<file path="config.mk">
export PLATFORM = sky130hd
export DESIGN_NAME = mdio_1ton_flat
export DESIGN_NICKNAME = d
export VERILOG_FILES = /design/src/rtl/mdio_1ton_if.sv /design/src/rtl/mdio_1ton.sv /design/src/flat_wrapper.sv
export SDC_FILE = /design/constraint.sdc
export NUM_CORES = 1
export LEC_CHECK = 0
export ABC_CLOCK_PERIOD_IN_PS = 3800
export CORE_MARGIN = 2
export CORE_UTILIZATION = 59
export CTS_CLUSTER_SIZE = 25
export DETAILED_ROUTE_END_ITERATION = 10
export PLACE_DENSITY = 0.8
export SYNTH_ARGS = -nofsm -noshare
export SYNTH_HDL_FRONTEND = slang
export SYNTH_SLANG_ARGS = --single-unit
</file>
<file path="constraint.sdc">
create_clock -name clk -period 3.8 [get_ports clk]
set_input_delay 1.14 -clock clk [delete_from_list [all_inputs] [get_ports clk]]
set_output_delay 1.14 -clock clk [all_outputs]
set_load 0.05 [all_outputs]
</file>
<file path="src/rtl/mdio_1ton_if.sv">
// mdio_1ton_if: MDIO master-side and per-PHY signal bundle for the 1-to-N fan-out.
// The slave modport is the fan-out block; the master modport is the MDIO master together with the PHYs.
interface mdio_1ton_if #(parameter int NUM_PHYS = 2);
    logic mdio_mdc;
    logic mdio_o;
    logic mdio_t;
    logic mdio_i;
    logic [NUM_PHYS-1:0] phy_mdc;
    logic [NUM_PHYS-1:0] phy_mdio_o;
    logic [NUM_PHYS-1:0] phy_mdio_t;
    logic [NUM_PHYS-1:0] phy_mdio_i;
    modport master (
        output mdio_mdc, mdio_o, mdio_t, phy_mdio_i,
        input  mdio_i, phy_mdc, phy_mdio_o, phy_mdio_t
    );
    modport slave (
        input  mdio_mdc, mdio_o, mdio_t, phy_mdio_i,
        output mdio_i, phy_mdc, phy_mdio_o, phy_mdio_t
    );
endinterface

</file>
<file path="src/rtl/mdio_1ton.sv">
// mdio_1ton: tracks MDIO frames and routes a single master to one of NUM_PHYS PHY ports by PHYAD.
// Define MDIO_1TON_BCAST_EN to keep all ports connected for frames addressed to BCAST_ADDR.
module mdio_1ton #(
    parameter int         NUM_PHYS      = 2,
    parameter logic [4:0] PHY_ADDR_BASE = 5'd0,
    parameter logic [4:0] BCAST_ADDR    = 5'd31
) (
    input  logic       clk,
    input  logic       resetn,
    mdio_1ton_if.slave bus,
    output logic       busy,
    output logic       sel_valid
);
    typedef enum logic [2:0] {PRE, ST, OP, PHYAD, REGAD, TA, DATA} state_t;
    state_t state, state_n;
    logic [2:0] mdc_q;
    logic [1:0] o_q, t_q;
    logic [4:0] ones, ones_n, full;
    logic [3:0] cnt, cnt_n, last, addr, addr_n;
    logic [5:0] diff;
    logic [NUM_PHYS-1:0] mask, mask_n;
    logic pre_ok, pre_ok_n, op_hi, op_hi_n, sel_valid_n, rise, smp, hit, bcast;
`ifndef MDIO_1TON_BCAST_EN
    logic unused_bcast;
    assign unused_bcast = ^BCAST_ADDR;
`endif
    // mask: all ones = broadcast, one-hot = selected port, zero = everything released
    assign bus.phy_mdc    = {NUM_PHYS{bus.mdio_mdc}};
    assign bus.phy_mdio_o = ~mask | {NUM_PHYS{bus.mdio_o}};
    assign bus.phy_mdio_t = ~mask | {NUM_PHYS{bus.mdio_t}};
    assign bus.mdio_i     = &(bus.phy_mdio_i | ~mask);
    assign rise = mdc_q[1] & ~mdc_q[2];
    assign smp  = t_q[1] ? bus.mdio_i : o_q[1];
    assign busy = state != PRE;
    always_ff @(posedge clk or negedge resetn) begin
        if (!resetn) begin
            mdc_q     <= '0;
            o_q       <= '1;
            t_q       <= '1;
            state     <= PRE;
            ones      <= '0;
            pre_ok    <= 1'b0;
            cnt       <= '0;
            op_hi     <= 1'b0;
            addr      <= '0;
            mask      <= '1;
            sel_valid <= 1'b0;
        end else begin
            mdc_q     <= {mdc_q[1:0], bus.mdio_mdc};
            o_q       <= {o_q[0], bus.mdio_o};
            t_q       <= {t_q[0], bus.mdio_t};
            state     <= state_n;
            ones      <= ones_n;
            pre_ok    <= pre_ok_n;
            cnt       <= cnt_n;
            op_hi     <= op_hi_n;
            addr      <= addr_n;
            mask      <= mask_n;
            sel_valid <= sel_valid_n;
        end
    end
    always_comb begin
        state_n     = state;
        ones_n      = ones;
        pre_ok_n    = pre_ok;
        cnt_n       = cnt;
        op_hi_n     = op_hi;
        addr_n      = addr;
        mask_n      = mask;
        sel_valid_n = sel_valid;
        full        = {addr, smp};
        diff        = {1'b0, full} - {1'b0, PHY_ADDR_BASE};
        hit         = diff < 6'(NUM_PHYS);
`ifdef MDIO_1TON_BCAST_EN
        bcast       = full == BCAST_ADDR;
`else
        bcast       = 1'b0;
`endif
        last        = state == DATA ? 4'd15 : (state == OP || state == TA) ? 4'd1 : 4'd4;
        if (rise) begin
            case (state)
                // the counter saturates at 31, so pre_ok marks the 32nd consecutive one
                PRE: begin
                    ones_n   = smp ? (ones == 5'd31 ? ones : ones + 5'd1) : '0;
                    pre_ok_n = smp && (pre_ok || ones == 5'd31);
                    state_n  = (!smp && pre_ok) ? ST : PRE;
                end
                ST: begin
                    state_n = smp ? OP : PRE;
                    cnt_n   = '0;
                end
                default: begin
                    cnt_n   = cnt == last ? '0 : cnt + 4'd1;
                    op_hi_n = smp;
                    addr_n  = {addr[2:0], smp};
                    if (cnt == last) begin
                        case (state)
                            OP:    state_n = (op_hi ^ smp) ? PHYAD : PRE;
                            PHYAD: begin
                                state_n     = REGAD;
                                mask_n      = bcast ? '1 : hit ? NUM_PHYS'(1) << diff[2:0] : '0;
                                sel_valid_n = !bcast && hit;
                            end
                            REGAD: state_n = TA;
                            TA:    state_n = DATA;
                            default: begin
                                state_n     = PRE;
                                mask_n      = '1;
                                sel_valid_n = 1'b0;
                            end
                        endcase
                    end
                end
            endcase
        end
    end
endmodule

</file>
<file path="src/flat_wrapper.sv">
// flat-port wrapper written by rule: the top's interface ports become plain ports
module mdio_1ton_flat 
#(
    parameter int         NUM_PHYS      = 2,
    parameter logic [4:0] PHY_ADDR_BASE = 5'd0,
    parameter logic [4:0] BCAST_ADDR    = 5'd31
)
  (clk, resetn, busy, sel_valid, bus_mdio_mdc, bus_mdio_o, bus_mdio_t, bus_phy_mdio_i, bus_mdio_i, bus_phy_mdc, bus_phy_mdio_o, bus_phy_mdio_t);
  mdio_1ton_if #(.NUM_PHYS(NUM_PHYS)) bus_i ();
  input  logic clk;
  input  logic resetn;
  output logic busy;
  output logic sel_valid;
  input wire logic [$bits(bus_i.mdio_mdc)-1:0] bus_mdio_mdc;
  input wire logic [$bits(bus_i.mdio_o)-1:0] bus_mdio_o;
  input wire logic [$bits(bus_i.mdio_t)-1:0] bus_mdio_t;
  input wire logic [$bits(bus_i.phy_mdio_i)-1:0] bus_phy_mdio_i;
  output wire logic [$bits(bus_i.mdio_i)-1:0] bus_mdio_i;
  output wire logic [$bits(bus_i.phy_mdc)-1:0] bus_phy_mdc;
  output wire logic [$bits(bus_i.phy_mdio_o)-1:0] bus_phy_mdio_o;
  output wire logic [$bits(bus_i.phy_mdio_t)-1:0] bus_phy_mdio_t;
  assign bus_i.mdio_mdc = bus_mdio_mdc;
  assign bus_i.mdio_o = bus_mdio_o;
  assign bus_i.mdio_t = bus_mdio_t;
  assign bus_i.phy_mdio_i = bus_phy_mdio_i;
  assign bus_mdio_i = bus_i.mdio_i;
  assign bus_phy_mdc = bus_i.phy_mdc;
  assign bus_phy_mdio_o = bus_i.phy_mdio_o;
  assign bus_phy_mdio_t = bus_i.phy_mdio_t;
  mdio_1ton #(.NUM_PHYS(NUM_PHYS), .PHY_ADDR_BASE(PHY_ADDR_BASE), .BCAST_ADDR(BCAST_ADDR)) u_core (.clk(clk), .resetn(resetn), .bus(bus_i), .busy(busy), .sel_valid(sel_valid));
endmodule
</file>
; ---- Word-level counts from Yosys, hierarchy flattened
; Index checks and enable logic that the tools add are counted.
[op_classes]
order_cmp = 1
n_reduce_logical = 17
n_shift = 1
bitwise = 10
addsub = 2
mux = 16
n_eq_ne = 9
[op_table]
columns = operator, n
row1 = case mux 3 bit (4 select lines), 1
row2 = 2-to-1 mux 5 bit, 2
row3 = AND reduction 2 bit, 5
row4 = "== test 3 bit, second input constant", 3
row5 = 2-to-1 mux 4 bit, 2
row6 = case mux 4 bit (2 select lines), 1
row7 = "== test 3 x 2 -> 1 bit, second input constant", 2
row8 = 2-to-1 mux 2 bit, 3
row9 = 2-to-1 mux 3 bit, 2
row10 = bitwise OR 2 bit, 3
row11 = case mux 3 bit (2 select lines), 1
row12 = nonzero test 3 bit, 2
row13 = "adder 5 x 1 -> 5 bit, second input constant", 1
row14 = "== test 5 bit, second input constant", 1
row15 = "< comparator 5 x 2 -> 1 bit, second input constant", 1
row16 = "adder 4 x 1 -> 4 bit, second input constant", 1
row17 = == test 4 bit, 1
row18 = inverter 1 bit, 4
row19 = case mux 2 bit (2 select lines), 1
row20 = AND reduction 4 bit, 1
row21 = "== test 3 x 1 -> 1 bit, second input constant", 1
row22 = zero test 3 bit, 1
row23 = AND reduction 3 bit, 1
row24 = OR reduction 3 bit, 1
row25 = other kinds (11), 14
[word_totals]
in_bits = 7
output_inout_bits = 9
register_bits = 28
elab_cells = 67

; ---- Logic depth before layout (Yosys ltp)
; Gate-level depths: netlist of the first run.
[logic_depth]
word_depth = 9
depth_mapped = 8
depth_no_buf = 8

; ---- Least setup slack after synthesis of the first run
; No wires, ideal clock.
[synth_path]
path_type = in2out
start = input bus_phy_mdio_i[1]
end = output bus_mdio_i
slack_ns = 1.005
t_arrival_ns = 1.655
path_buffers = 0
stages = 2
required_time_ns = 2.660
path_cell_list = nand2b_1 and2_1
[synth_between]
elab_chain_cells = 2
[synth_lines]
columns = item, line_no
row1 = from (decl), flat_wrapper.sv:17  ; input wire logic [$bits(bus_i.phy_mdio_i)-1:0] bus_phy_mdio_i;
row2 = bitwise OR 2 bit, mdio_1ton.sv:31  ; assign bus.mdio_i = &(bus.phy_mdio_i | ~mask);
row3 = AND reduction 2 bit, mdio_1ton.sv:31
row4 = to (decl), flat_wrapper.sv:18  ; output wire logic [$bits(bus_i.mdio_i)-1:0] bus_mdio_i;
; Every way passes these cells.

; ---- Worst setup path after layout of the first run
[layout_path]
start = register u_core.state[2]
end = output busy
[layout_between]
elab_chain_cells = 1
[layout_lines]
columns = item, line_no
row1 = from (decl), mdio_1ton.sv:15  ; state_t state, state_n;
row2 = from (signal assigned), mdio_1ton.sv:52  ; state <= state_n;
row3 = nonzero test 3 bit, mdio_1ton.sv:34  ; assign busy = state != PRE;
row4 = to (decl), flat_wrapper.sv:12  ; output logic busy;
; Every way passes these cells.

==> flow_summary.json, run 1 <==
{
  "grt_setup_unrepaired": "no",
  "worstPathCellList": "or3_1, clkdlybuf4s50_1",
  "met2_usage_pct": 38.5,
  "ir_worst_vdd_mv": 0.492,
  "final_nets": 160,
  "grt_pass1_wl_mm": 4.63,
  "synth-seq-cells": 27,
  "syn_area_mm2": 0.00143,
  "vias_per_cell": 6.05,
  "grt_pass1_vias": 1036,
  "hold_violations": 0,
  "yosysMostFrequentCell": "dfrtp_1",
  "final.fill_count": 183,
  "met3_usage_pct": 4.24,
  "path_delay_family": "buffers and inverters",
  "start_util_pct": 63.3,
  "yosys_warnings": 0,
  "syn_area_per_cell_um2": 10.5,
  "r2r-start": "u_core.state[2]$_DFFE_PN0P_",
  "powerDensity_mw_per_mm2": 562,
  "antenna_found_initial": 0,
  "critical_path_class": "flip-flop to primary output",
  "hold_path_depth": 0,
  "cts.sinks": 27,
  "required_ns": 2.66,
  "r2r_slack_ns": 1.56,
  "holdBufCountCts": 0,
  "worst_skew_pair.late_latency_ns": 0.33,
  "synth_top_area_share_pct": 36.8,
  "track_usage_pct": 22.8,
  "grt_max_degree": 28,
  "final.period_utilization_pct": 86.2,
  "cts_root_buf": "clkbuf_4",
  "p_leak_nw": 0.695,
  "whs_ns": 0.365,
  "regArea_um2": 683,
  "arrival_ns": 2.13,
  "slowest_delay_ns": 0.73,
  "cts_tree": "built",
  "synth.largest_area_cell": "dfrtp_1",
  "slew_headroom_pct": 64.5,
  "setup_slack_ns": 0.525,
  "rows": 17,
  "cts_buffers": 3,
  "synth_cells": 136,
  "wire_per_inst_um": 15.0,
  "drv_cap": 0,
  "crit_slowest_cell": "clkdlybuf4s50_1",
  "p_sw_share_pct": 41.0,
  "clk_pin_slew_ns": 0.13,
  "seq_power_share_pct": 48.1,
  "fp.dieW_um": 53.2,
  "status": "finished, final reports clean",
  "drc": 0,
  "cts_resized": 0,
  "p_int_w": 0.000531,
  "htreeDepth": 1,
  "synth_common_cells": "dfrtp_1, nand2_1, nand2b_1, o21ai_0, nor2_1",
  "min_from": "u_core.o_q[0]$_DFF_PN1_",
  "p_switching_w": 0.000368,
  "worst_r2r_path_depth": 6,
  "antennaDiodeCount": 0,
  "die-area_mm2": 0.00283,
  "p_clk_share_pct": 13.8,
  "hold_class": "flip-flop to flip-flop",
  "drt_pass1_iterations": 4,
  "end_kind": "primary output",
  "p_comb_share_pct": 38.1,
  "ant_nets": 0,
  "multiInputGateArea_um2": 683,
  "core_area_mm2": 0.00225,
  "grt.met1_usage_pct": 28.8,
  "cts_setup_buffers": 0,
  "syn_to_final_growth_pct": 12.1,
  "setup_viol_count_final": 0,
  "syn_nets": 146,
  "place_ws_ns": 0.647,
  "hold_path_end": "u_core.o_q[1]$_DFF_PN1_",
  "worst_pin_slew_ns": 0.532,
  "vias": 1071,
  "dieHeight_um": 53.2,
  "drt_wl_total_mm": 2.66,
  "busiest_layer": "met2",
  "async_reset_ff_share_pct": 100,
  "fmax_mhz": 305,
  "seq_area_frac_synth_pct": 47.9,
  "fin_crit_ns": 3.27,
  "r2r_end": "u_core.state[2]$_DFFE_PN0P_",
  "cts_buffer_depth": 2,
  "synth_edf_count": 0,
  "clock_skew_ns": 0.00955,
  "setup-tns-final_ns": 0,
  "gp_congestion": 0.797,
  "ys_top_cells_by_area": "dfrtp_1, dfstp_2, nand2b_1, mux2_2, nand2_1",
  "drv_slew": 0,
  "ios": 16,
  "cp_max_fo": 15,
  "grt-ovfl-total": 0,
  "hpwl_mm": 1.92,
  "ys_types": 44,
  "initialDrtViolationCount": 33,
  "dp.cells": 173,
  "stdcell_count": 177,
  "cp.buffers_inverters": 1,
  "portBuffers": 15,
  "layout-drive-gt1-share_pct": 20.1,
  "startpoint_type": "flip-flop",
  "synthFlopType": "dfrtp_1"
}
[worst max-delay path by stage]
stage	slack, ns	to	start	cells after the start
3_3_place_gp	0.66	bus_mdio_i	bus_phy_mdio_i[1]	4
2_1_floorplan	1.00	bus_mdio_i	bus_phy_mdio_i[1]	2
3_5_place_dp	0.65	bus_mdio_i	bus_phy_mdio_i[0]	4
4_1_cts	0.53	busy	u_core.state[2]$_DFFE_PN0P_	2
6_report	0.53	busy	u_core.state[2]$_DFFE_PN0P_	2
5_1_grt	0.46	busy	u_core.state[2]$_DFFE_PN0P_	2
[cell usage in the layout, fill, tap and decap left out, types with 2 or more instances in the layout]
master | synthesis | layout
nand3_1 | 4 | 4
mux2_4 | 2 | 2
a22o_1 | 3 | 3
ha_1 | 3 | 3
dfrtp_1 | 21 | 21
nor2b_1 | 4 | 4
clkdlybuf4s50_1 | 0 | 8
nand2_1 | 14 | 14
mux2_2 | 5 | 5
o31ai_1 | 3 | 3
o21ai_0 | 10 | 10
nor2_1 | 8 | 8
and2_1 | 3 | 3
dfstp_2 | 6 | 6
nand2b_1 | 10 | 10
inv_1 | 3 | 3
buf_4 | 2 | 8
a21oi_1 | 6 | 6
clkbuf_4 | 0 | 3
[layer usage]
metal | vias up | routed length, um
li1 | 509 | -
met1 | 532 | 1210
met2 | 25 | 1300
met3 | 5 | 98
met4 | 0 | 48
met5 | - | 0
[kinds of logic after synthesis]
logic type,synth area share [%]
XOR/XNOR,0.614
buffers and inverters,4.21
AND/OR/NAND/NOR,21.9
multiplexers,7.54
flip-flops,47.9
adder cells (fa/ha/maj),2.63
AO/OA/AOI/OAI,15.2
[power by group through the flow]
stage | registers [W] | clock network, W | logic [W]
after floorplan | 0.000384 | 0 | 0.000312
after global placement | 0.000429 | 0 | 0.000327
after detailed placement | 0.000437 | 0 | 0.000339
after CTS | 0.000431 | 0.000126 | 0.000342
after global routing | 0.000445 | 0.000135 | 0.000376
final | 0.000432 | 0.000124 | 0.000343
[registers in the layout, summed over array words and instances, names as in the netlist]
name and cells:
u_core.addr 4, u_core.cnt 4, u_core.mask 2, u_core.mdc_q 3, u_core.o_q 2, u_core.ones 5, u_core.pre_ok 1, u_core.sel_valid 1
u_core.state 3, u_core.t_q 2
[metrics by stage]
stage | utilization [%] | instance area (um2) | power (W)
3_3_place_gp | 69.8 | 1570 | 0.000756
2_1_floorplan | - | 1430 | 0.000696
3_5_place_dp | 69.8 | 1570 | 0.000776
5_1_grt | 70.9 | 1600 | 0.000956
6_report | 70.9 | 1600 | 0.000899
4_1_cts | 70.9 | 1600 | 0.000900
[layout make-up]
type	count	share of cell area, %
flip-flops and latches	27	42.7
multi-input cells	98	42.7
repair buffers	17	10.0
well taps	28	2.19
clock buffers	4	1.64
inverters	3	0.704
No activity file was read; power rests on OpenSTA's default activity.
==> inputs of run 2 (changes only) <==
Settings changed: GPL_TIMING_DRIVEN set to 0.
==> flow_summary.json, run 2 (synthesized netlist as in run 1, its figures left out) <==
{
  "grt-ovfl-total": 0,
  "clk_pin_slew_ns": 0.15,
  "layout-drive-gt1-share_pct": 18.1,
  "htreeDepth": 1,
  "final_nets": 166,
  "stdcell_count": 183,
  "drt_wl_total_mm": 2.55,
  "setup_slack_ns": 0.0876,
  "grt_max_degree": 28,
  "p_clk_share_pct": 13.8,
  "drv_cap": 0,
  "gp_congestion": 0.738,
  "hold_class": "flip-flop to flip-flop",
  "cts_buffer_depth": 2,
  "largest_register_ff_count": 5,
  "p_int_w": 0.000545,
  "grt_setup_unrepaired": "no",
  "largestRegisters": "u_core.ones (5), u_core.addr (4), u_core.cnt (4)",
  "status": "finished, final reports clean",
  "portBuffers": 15,
  "syn_to_final_growth_pct": 15.1,
  "fmax_mhz": 269,
  "multiInputGateArea_um2": 683,
  "wire_per_inst_um": 13.9,
  "seq_power_share_pct": 42.1,
  "busiest_layer": "met2",
  "drt_pass1_iterations": 6,
  "die-area_mm2": 0.00283,
  "p_comb_share_pct": 44.0,
  "final.period_utilization_pct": 97.7,
  "final_cell_mix": "dfrtp_1, nand2_1, clkdlybuf4s50_1",
  "grt.met1_usage_pct": 25.1,
  "final_common_cell": "dfrtp_1",
  "track_usage_pct": 21.6,
  "r2r_slack_ns": 1.75,
  "worst_skew_pair.late_latency_ns": 0.33,
  "start_util_pct": 63.3,
  "grt_pass1_vias": 1046,
  "setup_viol_count_final": 0,
  "cts_root_buf": "clkbuf_4",
  "required_ns": 2.66,
  "clock_skew_ns": 0.00189,
  "holdBufCountCts": 0,
  "slew_headroom_pct": 20.7,
  "fin_crit_ns": 3.71,
  "final_area_mm2": 0.00164,
  "cts.sinks": 27,
  "place_ws_ns": 0.0409,
  "place_area_mm2": 0.00161,
  "fp.dieW_um": 53.2,
  "top_register": "u_core.ones",
  "powerDensity_mw_per_mm2": 561,
  "vias": 1052,
  "p_leak_nw": 0.725,
  "ios": 16,
  "initialDrtViolationCount": 21,
  "arrival_ns": 2.57,
  "total_power_w": 0.000920,
  "core_area_mm2": 0.00225,
  "critical_path_class": "primary input to primary output",
  "worst_r2r_path_depth": 7,
  "cts_setup_buffers": 0,
  "worst_pin_slew_ns": 1.19,
  "final.fill_count": 169,
  "drc": 0,
  "startpoint_type": "primary input",
  "cp_max_fo": 3,
  "antennaDiodeCount": 0,
  "dp.cells": 179,
  "antenna_found_initial": 0,
  "p_switching_w": 0.000376,
  "end_kind": "primary output",
  "hold_path_depth": 0,
  "hpwl_mm": 1.95,
  "dieHeight_um": 53.2,
  "ir_worst_vdd_mv": 0.554,
  "setup-tns-final_ns": 0,
  "rows": 17,
  "regArea_um2": 683,
  "met3_usage_pct": 3.39,
  "grt_pass1_wl_mm": 4.40,
  "vias_per_cell": 5.75,
  "cts_tree": "built",
  "ant_nets": 0,
  "p_sw_share_pct": 40.8,
  "cts_buffers": 3,
  "hold_violations": 0,
  "drv_slew": 0,
  "met2_usage_pct": 40.4
}
==> run 2: metal layers <==
layer	up-vias	routed length (um)
li1	516	-
met1	514	1110
met2	18	1340
met3	4	80
met4	0	19
met5	-	0
==> run 2: path summary, 6_finish.rpt <==
path | from | end
worst max-delay path | bus_mdio_t | bus_phy_mdio_t[0]
worst min-delay path | u_core.o_q[0]$_DFF_PN1_ | u_core.o_q[1]$_DFF_PN1_
worst max register to register | u_core.cnt[0]$_DFFE_PN0P_ | u_core.state[2]$_DFFE_PN0P_
worst min register to register | u_core.o_q[0]$_DFF_PN1_ | u_core.o_q[1]$_DFF_PN1_
max in group asynchronous | resetn | u_core.addr[0]$_DFFE_PN0P_
min in group asynchronous | resetn | u_core.ones[3]$_DFFE_PN0P_
==> run 2: power groups by stage <==
stage / clock network, W / logic [W] / registers (W)
finish: 0.000127 / 0.000405 / 0.000388
global route: 0.000138 / 0.000445 / 0.000398
CTS: 0.000129 / 0.000407 / 0.000388
detailed placement: 0 / 0.000404 / 0.000394
global placement: 0 / 0.000390 / 0.000391
floorplan: 0 / 0.000312 / 0.000384
==> run 2: critical path, stage by stage <==
cell	delay (ns)
clkdlybuf4s50_1	0.48
nand2b_1	0.12
clkdlybuf4s50_1	0.82
==> run 2: layout make-up <==
cell class / instances / area share [%]
plain buffers: 8 / 2.97
flip-flops and latches: 27 / 41.6
clock inverters: 1 / 0.305
inverters: 3 / 0.686
clock buffers: 3 / 1.37
well taps: 28 / 2.13
repair buffers: 15 / 9.30
multi-input cells: 98 / 41.6
==> run 2: repair_timing <==
item	CTS	global route
hold endpoints to repair	0	0
resized for setup	0	1
endpoints found under the setup margin	0	1
==> run 2: stage by stage <==
stage	util [%]	hold WS, ns
4_1_cts	72.7	0.367
2_1_floorplan	-	0.331
6_report	72.8	0.366
3_5_place_dp	71.5	0.343
3_3_place_gp	71.5	0.340
5_1_grt	72.8	0.375
==> inputs of run 3 (changes only) <==
Settings changed: MAX_ROUTING_LAYER set to met4.
==> results of run 3 <==
No change in the layout: final DEF, timing and power equal those of run 2.
Among the figures that moved: final weighted congestion in routability-driven placement 0.738 -> 0.747; overall routing resource usage 21.6% -> 22.1%
